==> src/rtl/seq_array_mult_pkg.sv <==
// ----------------------------------------------------------------------------
// mult_pkg
// Shared types and helpers for the sequential shift-add multiplier.
//   state_e  : controller states (IDLE, BUSY, DONE)
//   abs_mag  : magnitude of a WIDTH-bit operand (signed or unsigned view)
//   neg2c    : two's-complement negation of a product-sized vector
// Helpers work on the widest legal vectors; callers cast to their own width.
// ----------------------------------------------------------------------------
package mult_pkg;

  localparam int MAX_W = 32;

  typedef enum logic [1:0] {
    IDLE = 2'd0,
    BUSY = 2'd1,
    DONE = 2'd2
  } state_e;

  // value must be zero-extended above bit width-1. The most negative operand
  // maps to 2^(width-1), which still fits unsigned in width bits.
  function automatic logic [MAX_W-1:0] abs_mag(input logic [MAX_W-1:0] value,
                                               input int               width,
                                               input logic             is_signed);
    logic [MAX_W:0] mask;
    mask = (33'd1 << width) - 33'd1;
    if (is_signed && value[width-1])
      return MAX_W'((~{1'b0, value} + 33'd1) & mask);
    return value;
  endfunction

  function automatic logic [2*MAX_W-1:0] neg2c(input logic [2*MAX_W-1:0] value);
    return ~value + 64'd1;
  endfunction

endpackage

==> src/rtl/seq_array_mult_step.sv <==
// ----------------------------------------------------------------------------
// full_adder : one-bit full-adder cell.
// mult_step  : one combinational shift-add iteration.
//   acc      in  accumulator bits [2*WIDTH:1] (bit 0 is the multiplier LSB
//                and is shifted out, so it arrives separately as lsb)
//   lsb      in  current multiplier LSB; selects whether mcand is added
//   mcand    in  multiplicand magnitude
//   acc_next out accumulator after add-then-shift-right-by-one
// The adder is WIDTH+1 cells wide; its carry-out becomes the new top bit, so
// no carry is ever lost.
// ----------------------------------------------------------------------------
module full_adder (
  input  logic a,
  input  logic b,
  input  logic cin,
  output logic sum,
  output logic cout
);
  assign sum  = a ^ b ^ cin;
  assign cout = (a & b) | (cin & (a ^ b));
endmodule

module mult_step #(
  parameter int WIDTH = 4
) (
  input  logic [2*WIDTH:1]  acc,
  input  logic              lsb,
  input  logic [WIDTH-1:0]  mcand,
  output logic [2*WIDTH:0]  acc_next
);

  logic [WIDTH:0]   addend;
  logic [WIDTH:0]   sum;
  logic [WIDTH+1:0] carry;

  assign addend   = lsb ? {1'b0, mcand} : '0;
  assign carry[0] = 1'b0;

  for (genvar i = 0; i <= WIDTH; i++) begin : g_fa
    full_adder u_fa (
      .a   (acc[WIDTH+i]),
      .b   (addend[i]),
      .cin (carry[i]),
      .sum (sum[i]),
      .cout(carry[i+1])
    );
  end

  // Upper half gets the sum, everything moves right one place.
  assign acc_next = {carry[WIDTH+1], sum, acc[WIDTH-1:1]};

endmodule

==> src/rtl/seq_array_mult.sv <==
// ----------------------------------------------------------------------------
// seq_array_mult
// Iterative shift-add multiplier, one partial-product row per clock, with
// unsigned and two's-complement modes. Operands are turned into magnitudes on
// accept, multiplied, and the result is negated at the end when needed.
//   clk, rst_n          clock, asynchronous active-low reset
//   in_valid/in_ready   operand handshake; in_a, in_b, in_signed sampled on accept
//   out_valid/out_ready result handshake; out_product held while out_valid
//   busy                high while iterating
// out_valid rises WIDTH cycles after the accept edge.
// ----------------------------------------------------------------------------
module seq_array_mult
  import mult_pkg::*;
#(
  parameter  int WIDTH = 4,
  localparam int CNT_W = $clog2(WIDTH + 1)
) (
  input  logic               clk,
  input  logic               rst_n,
  input  logic               in_valid,
  output logic               in_ready,
  input  logic [WIDTH-1:0]   in_a,
  input  logic [WIDTH-1:0]   in_b,
  input  logic               in_signed,
  output logic               out_valid,
  input  logic               out_ready,
  output logic [2*WIDTH-1:0] out_product,
  output logic               busy
);

  localparam int PW = 2 * WIDTH;

  state_e             state_q, state_d;
  logic [PW:0]        acc_q;      // {upper WIDTH+1 sum bits, multiplier}
  logic [PW:0]        step_acc;
  logic [WIDTH-1:0]   mcand_q;
  logic               neg_q;
  logic [CNT_W-1:0]   cnt_q;
  logic [PW-1:0]      product_q;
  logic               accept;
  logic               last;

  mult_step #(.WIDTH(WIDTH)) u_step (
    .acc     (acc_q[PW:1]),
    .lsb     (acc_q[0]),
    .mcand   (mcand_q),
    .acc_next(step_acc)
  );

  // The iteration performed while cnt_q == WIDTH-1 is the final one.
  assign last        = (cnt_q == CNT_W'(WIDTH - 1));
  assign out_product = product_q;

  // NOTE: every output of this block gets a default first so no path leaves
  // a signal unassigned, which would otherwise infer a latch.
  always_comb begin
    state_d   = state_q;
    in_ready  = 1'b0;
    out_valid = 1'b0;
    busy      = 1'b0;
    accept    = 1'b0;
    case (state_q)
      IDLE: begin
        in_ready = 1'b1;
        if (in_valid) begin
          accept  = 1'b1;
          state_d = BUSY;
        end
      end
      BUSY: begin
        busy = 1'b1;
        if (last) state_d = DONE;
      end
      DONE: begin
        out_valid = 1'b1;
        if (out_ready) state_d = IDLE;
      end
      default: state_d = IDLE;
    endcase
  end

  // NOTE: registers use non-blocking assignments so every flop samples the
  // pre-edge values, independent of statement order.
  always_ff @(posedge clk or negedge rst_n) begin
    if (!rst_n) state_q <= IDLE;
    else        state_q <= state_d;
  end

  always_ff @(posedge clk or negedge rst_n) begin
    if (!rst_n) begin
      acc_q     <= '0;
      mcand_q   <= '0;
      neg_q     <= 1'b0;
      cnt_q     <= '0;
      product_q <= '0;
    end else if (accept) begin
      mcand_q <= WIDTH'(abs_mag(MAX_W'(in_a), WIDTH, in_signed));
      acc_q   <= {{(WIDTH+1){1'b0}}, WIDTH'(abs_mag(MAX_W'(in_b), WIDTH, in_signed))};
      neg_q   <= in_signed & (in_a[WIDTH-1] ^ in_b[WIDTH-1]);
      cnt_q   <= '0;
    end else if (busy) begin
      acc_q <= step_acc;
      cnt_q <= cnt_q + CNT_W'(1);
      if (last)
        product_q <= neg_q ? PW'(neg2c(64'(step_acc[PW-1:0]))) : step_acc[PW-1:0];
    end
  end

endmodule
==> config.mk <==
export PLATFORM = sky130hd
export DESIGN_NAME = seq_array_mult
export DESIGN_NICKNAME = d
export VERILOG_FILES = /design/src/rtl/seq_array_mult_pkg.sv /design/src/rtl/seq_array_mult_step.sv /design/src/rtl/seq_array_mult.sv
export SDC_FILE = /design/constraint.sdc
export NUM_CORES = 1
export LEC_CHECK = 0
export ABC_AREA = 1
export BUFFER_PORTS_ARGS = -buffer_cell sky130_fd_sc_hd__clkbuf_2
export CAP_MARGIN = 20
export CELL_PAD_IN_SITES_DETAIL_PLACEMENT = 2
export CELL_PAD_IN_SITES_GLOBAL_PLACEMENT = 2
export CORE_ASPECT_RATIO = 1.4
export CORE_MARGIN = 2
export CORE_UTILIZATION = 30
export CTS_BUF_LIST = sky130_fd_sc_hd__clkbuf_16
export DETAILED_ROUTE_END_ITERATION = 7
export PLACE_DENSITY = 0.85
export SETUP_SLACK_MARGIN = 0.3
export SYNTH_ARGS = -nofsm -noshare
export SYNTH_HDL_FRONTEND = slang
export SYNTH_SLANG_ARGS = --single-unit
==> constraint.sdc <==
create_clock -name clk -period 2.3 [get_ports clk]
set_input_delay 0.115 -clock clk [delete_from_list [all_inputs] [get_ports clk]]
set_output_delay 0.115 -clock clk [all_outputs]
set_load 0.05 [all_outputs]
==> flow_metrics.env <==
export IMPL_grt_ovfl_total=0
export IMPL_grt_pass1_wl_um=6375
export IMPL_wirelength_um=3825
export IMPL_finalSetupViolations=0
export IMPL_grtUsageTotal_pct=14.75
export IMPL_crit_fanout=2
export IMPL_clock_fmax_ghz=0.4367
export IMPL_numPlacedInstances=253
export IMPL_detail_route_antenna_nets=0
export IMPL_die_area_mm2=0.005604
export IMPL_synthXorXnorAreaFrac_pct=2.329
export IMPL_gp_congestion=0.7647
export IMPL_p_leak_nw=0.9470
export IMPL_final_cells=263
export IMPL_status="completed"
export IMPL_synthAdderAreaFrac_pct=9.817
export IMPL_finalCritPeriodShare_pct=99.57
export IMPL_path_class="flop to flop"
export IMPL_worst_path_max_delay_cell="fa_2"
export IMPL_ios=24
export IMPL_maxCapViolCount=0
export IMPL_worstPathCellList="nand2_1 -> inv_2 -> ha_4 -> fa_2 -> inv_2 -> fa_2 -> fa_2 -> inv_2 -> o21ai_2 -> nand3_1 -> nand3_1 -> nand2_1"
export IMPL_cp_end_kind="flop"
export IMPL_netlist_instances=169
export IMPL_core_rowCount=30
export IMPL_place_area_mm2=0.001668
export IMPL_critPathRequiredTime_ns=2.45
export IMPL_slew_viol_final=0
export IMPL_yosysTopAreaCell="dfrtp_1"
export IMPL_htreeDepth=1
export IMPL_first_global_vias=1362
export IMPL_drt_iter0_markers=20
export IMPL_fp_coreArea_mm2=0.004842
export IMPL_clk_pin_slew_worst_paths_ns=0.07
export IMPL_first_pass_iters=3
export IMPL_avgSynthCellArea_um2=8.899
export IMPL_netlist_cell_type_count=28
export IMPL_layout_nets=223
export IMPL_cp_num_buf_inv=3
export IMPL_final_core_util_pct=38.42
export IMPL_clk_latency_ns=0.26
export IMPL_tritoncts="built"
export IMPL_fin_worst_skew_ns=0.004971
export IMPL_yosysWarnings=0
export IMPL_synth_area_leaders="dfrtp_1 (45%), nand2_1 (9.7%), ha_1 (5.8%), inv_1 (5.5%), fa_1 (4.0%)"
export IMPL_ir_drop_v=0.0004100
export IMPL_die_height_um=87.78
export IMPL_cp_arrival_ns=2.44
export IMPL_cts_made_buffers=3
export IMPL_p_per_area_mw_per_mm2=1579
export IMPL_start_kind="flop"
export IMPL_hpwl_um=2791
export IMPL_yosysSeqAreaShare_pct=44.93
export IMPL_min_period_ns=2.290
export IMPL_synth_compound_area_share_pct=14.06
export IMPL_antenna_found_initial=0
export IMPL_hold_class="input pin to flop"
export IMPL_cts_root_buffer="clkbuf_16"
export IMPL_yosys_register_bits=27
export IMPL_drive_gt1_share_pct=30.65
export IMPL_synth_top_family_by_area="simple AND/OR/NAND/NOR gates"
export IMPL_clock_path_buffers=2
export IMPL_cp_slowest_stage_delay_ns=0.56
export IMPL_grt_max_degree=28
export IMPL_maxSlewHeadroom_pct=54.21
export IMPL_synthSimpleGateAreaFrac_pct=19.88
export IMPL_worst_pin_slew_ns=0.6869
export IMPL_hold_viol=0
export IMPL_viasPerCell=4.757
export IMPL_port_buffers=23
export IMPL_synth_area_mm2=0.001504
export IMPL_num_vias=1251
export IMPL_areaGrowthSynthToFinish_pct=23.71
export IMPL_critPathTopFamily="adder cells"
export IMPL_muxShareOfSynthArea_pct=0
export IMPL_clock_sinks=27
export IMPL_detail_route_wl_per_cell_um=14.54
export IMPL_syn_nets=192
export IMPL_diodes=0
export IMPL_design_area_mm2=0.001861
export IMPL_route_detailed_drc=0
export IMPL_die_w_um=63.84
export IMPL_hold_ws_ns=0.02595
export IMPL_yosys_area_top_type_share_pct=44.93
export IMPL_initial_core_util_pct=31.06
export IMPL_rsz0062_at_grt="true"
state kept, by name (all words and copies together), names as in the netlist:
name         count
acc_q            9
out_product      8
mcand_q          4
cnt_q            3
state_q          2
neg_q            1
final timing paths:
kind                                             from                    endpoint  slack (ns)  depth (start not counted)
hold / removal                              out_ready      state_q[1]$_DFFE_PN0P_        0.03                          2
max in group asynchronous                       rst_n  out_product[7]$_DFFE_PN0P_        1.43                          2
hold reg to reg            out_product[7]$_DFFE_PN0P_  out_product[7]$_DFFE_PN0P_        0.48                          2
setup reg to reg               mcand_q[0]$_DFFE_PN0P_  out_product[7]$_DFFE_PN0P_        0.01                         12
min in group asynchronous                       rst_n        cnt_q[0]$_DFFE_PN0P_        0.42                          2
setup / recovery               mcand_q[0]$_DFFE_PN0P_  out_product[7]$_DFFE_PN0P_        0.01                         12
timing repair:
item,CTS,global route
setup buffers,3,2
pin swaps,9,10
hold buffers,1,0
hold endpoints to repair,27,0
endpoints found under the setup margin,6,6
cloned,0,0
gates resized for setup,14,5
synthesized netlist by cell type:
master,number
or2_2,1
xnor2_1,1
nand2_4,3
o221ai_2,1
o21ai_0,4
o21ai_1,11
a21oi_1,6
nor3_1,2
nor2_2,1
dfrtp_1,27
o22ai_1,4
xor2_1,3
inv_2,5
o2bb2ai_1,1
nand2_1,39
nor2_1,8
o211ai_1,1
o31ai_1,1
buf_6,3
inv_1,22
ha_1,7
a22oi_1,1
nor2_8,1
nand3_1,8
nand4_1,1
o21ai_2,2
a22o_1,2
fa_1,3
per-stage QoR:
stage | TNS [ns] | power (mW) | worst slack [ns]
4_1_cts | -0.06327 | 2.863 | -0.06327
5_1_grt | -0.1362 | 3.184 | -0.07983
2_1_floorplan | 0 | 2.001 | 0.1475
3_3_place_gp | 0 | 2.271 | 0.07606
3_5_place_dp | -0.07648 | 2.348 | -0.07648
6_report | 0 | 2.938 | 0.009878
where the power goes:
group	total (mW)	leakage (nW)	switching (mW)	internal (mW)
sequential	0.832	0.340	0.152	0.680
combinational	1.71	0.565	1.14	0.571
clock	0.395	0.0423	0.162	0.233
cells by family (layout without fill, tap and decap cells):
| group | after synthesis | in the layout |
|---|---|---|
| XOR/XNOR | 4 | 4 |
| flip-flops | 27 | 27 |
| adder cells (fa/ha/maj) | 10 | 10 |
| buffers and inverters | 30 | 60 |
| AO/OA/AOI/OAI | 34 | 34 |
| AND/OR/NAND/NOR | 64 | 64 |
layout by cell type, fill, tap and decap left out, drive strengths merged:
master | Yosys | layout
xor2 | 3 | 3
o22ai | 4 | 4
a21oi | 6 | 6
dfrtp | 27 | 27
a22o | 2 | 2
o21ai | 17 | 17
o221ai | 1 | 1
nor2 | 10 | 10
fa | 3 | 3
dlygate4sd3 | 0 | 1
nand4 | 1 | 1
buf | 3 | 5
or2 | 1 | 1
inv | 27 | 28
o211ai | 1 | 1
nand2 | 42 | 42
nand3 | 8 | 8
xnor2 | 1 | 1
a22oi | 1 | 1
clkbuf | 0 | 26
nor3 | 2 | 2
ha | 7 | 7
o2bb2ai | 1 | 1
o31ai | 1 | 1
cell type report:
class                   instances  area, um2
clock buffers                   3      75.07
multi-input cells             112      754.5
flip-flops and latches         27      675.6
inverters                      27      101.3
repair buffers                 29      170.2
clock inverters                 1      3.754
fillers                       548       2982
well taps                      64      80.08
worst reg2reg max path: stages (launching register included):
cell and delay [ns]:
dfrtp_1 0.36, nand2_1 0.07, inv_2 0.07, ha_4 0.13, fa_2 0.19, inv_2 0.04
fa_2 0.35, fa_2 0.56, inv_2 0.05, o21ai_2 0.12, nand3_1 0.10, nand3_1 0.09
nand2_1 0.05
layer usage:
| layer | up-vias | routed length, um | GRT usage [%] |
|---|---|---|---|
| met4 | 0 | 55 | 5.534 |
| met5 | - | 0 | 0 |
| met1 | 613 | 1548 | 15.78 |
| met3 | 4 | 81 | 1.157 |
| met2 | 23 | 2139 | 29.55 |
| li1 | 611 | - | - |
No activity file was read; power rests on OpenSTA's default activity.
